$ cat config.mk
export PLATFORM = sky130hd
export DESIGN_NAME = regfile_mp
export DESIGN_NICKNAME = d
export VERILOG_FILES = /design/src/rtl/regfile_pkg.sv /design/src/rtl/regfile_scoreboard.sv /design/src/rtl/regfile_mp.sv
export SDC_FILE = /design/constraint.sdc
export NUM_CORES = 2
export LEC_CHECK = 0
export BUFFER_PORTS_ARGS = -buffer_cell sky130_fd_sc_hd__buf_2
export CORE_ASPECT_RATIO = 0.8
export CORE_MARGIN = 4
export CORE_UTILIZATION = 35
export DETAILED_ROUTE_END_ITERATION = 10
export HOLD_SLACK_MARGIN = 0.15
export PLACE_DENSITY_LB_ADDON = 0.3
export SLEW_MARGIN = 15
export SYNTH_ARGS = -nofsm -noshare
export SYNTH_HDL_FRONTEND = slang
export SYNTH_HIERARCHICAL = 1
export SYNTH_SLANG_ARGS = --single-unit
$ cat constraint.sdc
create_clock -name clk -period 4.13 [get_ports clk]
set_input_delay 0.2065 -clock clk [delete_from_list [all_inputs] [get_ports clk]]
set_output_delay 0.2065 -clock clk [all_outputs]
set_load 0.03 [all_outputs]
$ cat src/rtl/regfile_pkg.sv
// Shared constants and types for the multi-port MIPS register file.
package regfile_pkg;
    localparam int DATA_W_DEF = 32;
    localparam int ADDR_W_DEF = 5;

    typedef logic [ADDR_W_DEF-1:0] reg_addr_t;
    typedef logic [DATA_W_DEF-1:0] reg_data_t;

    localparam reg_data_t REG_ZERO = '0;
endpackage

$ cat src/rtl/regfile_scoreboard.sv
// Per-register busy scoreboard: issue sets, writeback clears, issue wins on a same-cycle clash.
module regfile_scoreboard
    import regfile_pkg::*;
#(
    parameter int ADDR_W = ADDR_W_DEF,
    parameter int NR     = 2,
    parameter int NW     = 1
) (
    input  logic                 clk,
    input  logic                 reset_n,
    input  logic [NR*ADDR_W-1:0] ra,
    input  logic [NW-1:0]        we,
    input  logic [NW*ADDR_W-1:0] wa,
    input  logic                 iss_valid,
    input  logic [ADDR_W-1:0]    iss_addr,
    output logic [NR-1:0]        busy_rd
);
    localparam int DEPTH = 2**ADDR_W;

    logic [DEPTH-1:0] busy_q;
    logic [DEPTH-1:0] busy_d;

    // Clears are applied first so that a same-cycle issue overrides them.
    always_comb begin
        busy_d = busy_q;
        for (int j = 0; j < NW; j++) begin
            if (we[j]) begin
                busy_d[wa[j*ADDR_W +: ADDR_W]] = 1'b0;
            end
        end
        if (iss_valid) begin
            busy_d[iss_addr] = 1'b1;
        end
        busy_d[0] = 1'b0;
    end

    always_ff @(posedge clk or negedge reset_n) begin
        if (!reset_n) begin
            busy_q <= '0;
        end else begin
            busy_q <= busy_d;
        end
    end

    genvar gi;
    generate
        for (gi = 0; gi < NR; gi++) begin : g_busy_rd
            assign busy_rd[gi] = busy_q[ra[gi*ADDR_W +: ADDR_W]];
        end
    endgenerate
endmodule

$ cat src/rtl/regfile_mp.sv
// Multi-port register file with register 0 hardwired to zero and a busy scoreboard.
// Optional same-cycle write-to-read bypass is enabled by defining REGFILE_BYPASS_EN.
module regfile_mp
    import regfile_pkg::*;
#(
    parameter int DATA_W = DATA_W_DEF,
    parameter int ADDR_W = ADDR_W_DEF,
    parameter int NR     = 2,
    parameter int NW     = 1
) (
    input  logic                 clk,
    input  logic                 reset_n,
    input  logic [NR*ADDR_W-1:0] ra,
    output logic [NR*DATA_W-1:0] rd,
    output logic [NR-1:0]        rd_busy,
    input  logic [NW-1:0]        we,
    input  logic [NW*ADDR_W-1:0] wa,
    input  logic [NW*DATA_W-1:0] wd,
    input  logic                 iss_valid,
    input  logic [ADDR_W-1:0]    iss_addr
);
    localparam int DEPTH = 2**ADDR_W;

    logic [DATA_W-1:0] mem_q [DEPTH];
    logic [DATA_W-1:0] mem_d [DEPTH];
    logic [NR-1:0]     busy_raw;

    // Ports are visited in ascending order so the highest-index writer wins.
    always_comb begin
        mem_d = mem_q;
        for (int j = 0; j < NW; j++) begin
            if (we[j]) begin
                mem_d[wa[j*ADDR_W +: ADDR_W]] = wd[j*DATA_W +: DATA_W];
            end
        end
        mem_d[0] = DATA_W'(REG_ZERO);
    end

    always_ff @(posedge clk or negedge reset_n) begin
        if (!reset_n) begin
            for (int k = 0; k < DEPTH; k++) begin
                mem_q[k] <= '0;
            end
        end else begin
            mem_q <= mem_d;
        end
    end

    regfile_scoreboard #(
        .ADDR_W (ADDR_W),
        .NR     (NR),
        .NW     (NW)
    ) u_scoreboard (
        .clk       (clk),
        .reset_n   (reset_n),
        .ra        (ra),
        .we        (we),
        .wa        (wa),
        .iss_valid (iss_valid),
        .iss_addr  (iss_addr),
        .busy_rd   (busy_raw)
    );

    genvar gi;
    generate
        for (gi = 0; gi < NR; gi++) begin : g_rd
            logic [ADDR_W-1:0] ra_i;
            logic [DATA_W-1:0] rd_val;
            logic              busy_val;

            assign ra_i = ra[gi*ADDR_W +: ADDR_W];

            always_comb begin
                rd_val   = (ra_i == '0) ? DATA_W'(REG_ZERO) : mem_q[ra_i];
                busy_val = busy_raw[gi];
`ifdef REGFILE_BYPASS_EN
                // Bypass is held off during reset so reads stay zero.
                for (int j = 0; j < NW; j++) begin
                    if (reset_n && we[j] && (ra_i != '0) &&
                        (wa[j*ADDR_W +: ADDR_W] == ra_i)) begin
                        rd_val   = wd[j*DATA_W +: DATA_W];
                        busy_val = 1'b0;
                    end
                end
`endif
            end

            assign rd[gi*DATA_W +: DATA_W] = rd_val;
            assign rd_busy[gi]             = busy_val;
        end
    endgenerate
endmodule
# After elaboration in Yosys (flattened, before gate mapping)
# Index checks and enable logic that the tools add are counted.
op_classes:
  magnitude_cmp: 10
  muxes: 21
  n_bitwise: 6
  reduce_logical: 5
ops:
  columns: ["op", "count"]
  rows:
  - ["bitwise mux 1024 bit", 1]
  - ["binary-select mux 32 bit (select 5 bit)", 2]
  - ["2-to-1 mux 32 bit", 9]
  - ["demux 32 bit (select 5 bit)", 1]
  - ["AND 32 bit", 1]
  - ["inverter 32 bit", 1]
  - ["bitwise OR 32 bit", 1]
  - ["< comparator 5 x 6 -> 1 bit, second input constant", 4]
  - [">= comparator 6 bit, second input constant", 3]
  - ["inverter 5 -> 6 bit", 3]
  - ["binary-select mux 1 bit (select 5 bit)", 2]
  - ["demux 1 bit (select 5 bit)", 2]
  - [">= comparator 5 x 1 -> 1 bit, second input constant", 2]
  - ["logical NOT 5 bit", 2]
  - ["< comparator 6 x 1 -> 1 bit, second input constant", 1]
  - ["2-to-1 mux 1 bit", 4]
  - ["logical AND 1 bit", 3]
word_totals:
  ff_bits: 1023
  elab_cells: 74

# Depth between registers and ports, before layout
logic_depth:
  ltp_word: 9
  ltp_mapped: 9

# Cells and area by module
# Netlist, hierarchy kept.
modules_own_cells:
  columns: ["mod", "n_inst", "cells_each", "area_each_um2", "seq_area_each_um2"]
  rows:
  - ["regfile_mp", 1, 3741, 53348.7, 24823.8]
  - ["regfile_scoreboard", 1, 193, 1844.3, 775.7]

# Worst setup path before layout
# No wires, ideal clock.
synth_timing:
  kind: "input port to output port"
  start: "input ra[1]"
  end: "output rd[10]"
  arrival_ns: 2.145
  path_slack_ns: 1.778
  cell_stages: 8
  path_buffers: 4
  cell_sequence: "buf_2 buf_2 buf_1 nor2b_1 clkbuf_1 a21oi_1 a31oi_1 o21ai_0"
synth_between:
  elab_chain_len: 5
  elab_cells_between_ends: 6
  classes_between: "mux: 4; bitwise: 1; reduce/logical: 1"
synth_lines:
  columns: ["item", "line", "source"]
  rows:
  - ["start: declaration", "regfile_mp.sv:13", "input logic [NR*ADDR_W-1:0] ra,"]
  - ["inverter 5 -> 6 bit (implied by the code)", "regfile_mp.sv:74", "rd_val = (ra_i == '0) ? DATA_W'(REG_ZERO) : mem_q[ra_i];"]
  - ["binary-select mux 32 bit (select 5 bit)", "regfile_mp.sv:74", null]
  - ["2-to-1 mux 32 bit (implied by the code) (2 in series)", "regfile_mp.sv:74", null]
  - ["2-to-1 mux 32 bit (*)", "regfile_mp.sv:74", null]
  - ["end: declaration", "regfile_mp.sv:14", "output logic [NR*DATA_W-1:0] rd,"]
# Mark *: on every way between the ends. The rest lies on a longest branch, timed or not. The select of a mux whose other input is x is not followed.

# Worst setup path in the final report
layout_timing:
  start: "input ra[8]"
  end: "output rd[39]"
# The elaborated chain is that of the path after synthesis.

==> reports/results.ini <==
[routing]
drt_iter0_markers = 3232
postRouteAntennaNets = 0
drcViolationCount = 0
finalWirelength_mm = 179
wl_per_cell_um = 29.0
dr.pass1.iters = 5
num_vias = 36191
vias_per_cell = 5.88

[cts]
cts_setup_buffers = 0
clock-sinks = 1023
cts.clk_slew.worst_paths_ns = 0.06
cts_buffer_depth = 3
cts_max_level = 3
cts_tree = done
ctsHoldBuffers = 54
numCtsBuffers = 108
cts_resized = 0
clock_latency_ns = 0.71
root_buffer = clkbuf_16

[floorplan]
fp.dieArea_um2 = 164000
die_h_um = 363
initial_utilization_pct = 35.2
die_w_um = 452
num_rows = 130
io_pins = 122
core_um2 = 157000

[yosys]
synth_nets = 3990
synth-seq-cells = 1023
synth_commonest_cells = 1095 x mux2_2, 1023 x dfrtp_1, 377 x mux4_2
synth_flop_cell = dfrtp_1
async_flop_share_pct = 100
yosys-top-cells-area = dfrtp_1 46%, mux2_2 22%, mux4_2 15%
yosysMostFrequentCell = mux2_2
synth_cells = 3934
ys_types = 38
synth_area_um2 = 55200
synth_area_per_cell_um2 = 14.0
yosysTopAreaCell = dfrtp_1
ys_seq_area_share_pct = 46.4
synth-edff-count = 0
synth-warning-count = 6
synth_top_cell_area_share_pct = 46.4

[run]
cap_violations = 0

[setup_path]
start_kind = primary input
cp.required_ns = 3.92
r2r_slack_ns = 2.85
crit_arrival_ns = 2.93
worst-setup-path-type = in -> out
cp_max_fo = 22
cp-end-kind = output pin

[global_route]
grt-ovfl-total = 0
grt_max_degree = 133
grt_util_all_layers_pct = 21.6
antenna_found_initial = 4
grt_pass1_wl_mm = 264
grt_pass1_vias = 36781

[placed_design]
pre_cts_ws_ns = 0.995
dpl.hpwl_mm = 106
placedInstanceArea_um2 = 58500
port_buffers = 121
gp_congestion = 0.787

[timing]
whs_ns = 0.160
finalWorstSetupSlack_ns = 0.992
worstMarginPinSlew_ns = 1.15
hold_violations = 0
timing.final.crit_share_pct = 76.0
setup_viol = 0
period_minus_slack_ns = 3.14
fin_tns_setup_ns = 0
max_clock_freq_mhz = 319
slew_violations = 0
max_slew_margin_pct = 23.0
grt_setup_unrepaired = no
finalClockSkew_ns = 0

[pwr]
power.leakage_nw = 27.1
peakVddDrop_uv = 322
power_per_cell_area_nw_per_um2 = 483

[layout]
drive_gt1_share_pct = 48.4
register_area_um2 = 25600
fin_nets = 4009
fillCellCount = 14719
final_area_um2 = 62800
synthToLayoutAreaGrowth_pct = 13.8
fin_util_pct = 40.1
multi_input_area_um2 = 28100

[status]
outcome = complete, no violations

[hold_path]
min_path_type = in -> async

-- power breakdown --
group	total, mW	internal (mW)	switching (mW)
logic	6.49	3.68	2.80
clock network	10.4	6.11	4.33
registers	13.4	12.0	1.43
total	30.4	21.8	8.56
-- sequential cells by signal, indices dropped and copies added, names as in the netlist --
name,count
mem_q,992
u_scoreboard/busy_q,31
-- cell type report --
class / instances / share of cell area, %
inverter: 2 / 0.0120
timing repair buffer: 310 / 4.22
tap: 2112 / 4.21
clock buffer: 155 / 5.08
clock inverter: 44 / 0.906
antenna: 4 / 0.0159
sequential: 1023 / 40.8
multi-input combinational: 2508 / 44.8
-- through the flow --
step / instances / power (mW)
finish: 6158 / 30.4
detailed placement: 5901 / 20.0
floorplan: 3934 / 18.0
CTS: 6154 / 30.6
global placement: 5901 / 19.8
global route: 6154 / 31.7
-- metal layers --
metal / up-vias / track usage, % / wire length, µm
met1: 19717 / 31.3 / 82200
met2: 1120 / 33.5 / 81300
met4: 2 / 5.87 / 4920
met3: 263 / 3.57 / 10000
met5: - / 0 / 13
li1: 15089 / - / -
-- path summary, 6_finish.rpt --
path | start | end | cells after the start
min reg2reg | mem_q[797]$_DFFE_PN0P_ | mem_q[797]$_DFFE_PN0P_ | 1
max reg2reg | u_scoreboard/busy_q[4]$_DFF_PN0_ | u_scoreboard/busy_q[4]$_DFF_PN0_ | 3
max in group asynchronous | reset_n | mem_q[83]$_DFFE_PN0P_ | 3
max | ra[8] | rd[39] | 6
min | reset_n | u_scoreboard/busy_q[28]$_DFF_PN0_ | 2
min in group clk | wa[0] | u_scoreboard/busy_q[28]$_DFF_PN0_ | 4
-- placed cells by master, fill, tap and decap left out, types with 65 or more instances in the layout --
cell type,instances
nor2b_1,65
mux4_2,377
o21ai_0,108
clkbuf_16,109
buf_2,111
mux2_2,1095
dfrtp_1,1023
mux2i_1,272
buf_4,104
nand2_1,116
-- logic make-up after synthesis --
kind of cell    count (synthesis)  synth area share [%]
buf+inv                       403                  3.02
simple gates                  411                  3.64
flops                        1023                  46.4
compound gates                353                  4.30
mux                          1744                  42.7
-- worst max-delay path, stage by stage --
cell      delay, ns
buf_2          0.64
nand2b_2       0.86
buf_4          0.37
nor2_1         0.07
or3_1          0.50
buf_2          0.23
No activity file was read; power rests on OpenSTA's default activity.
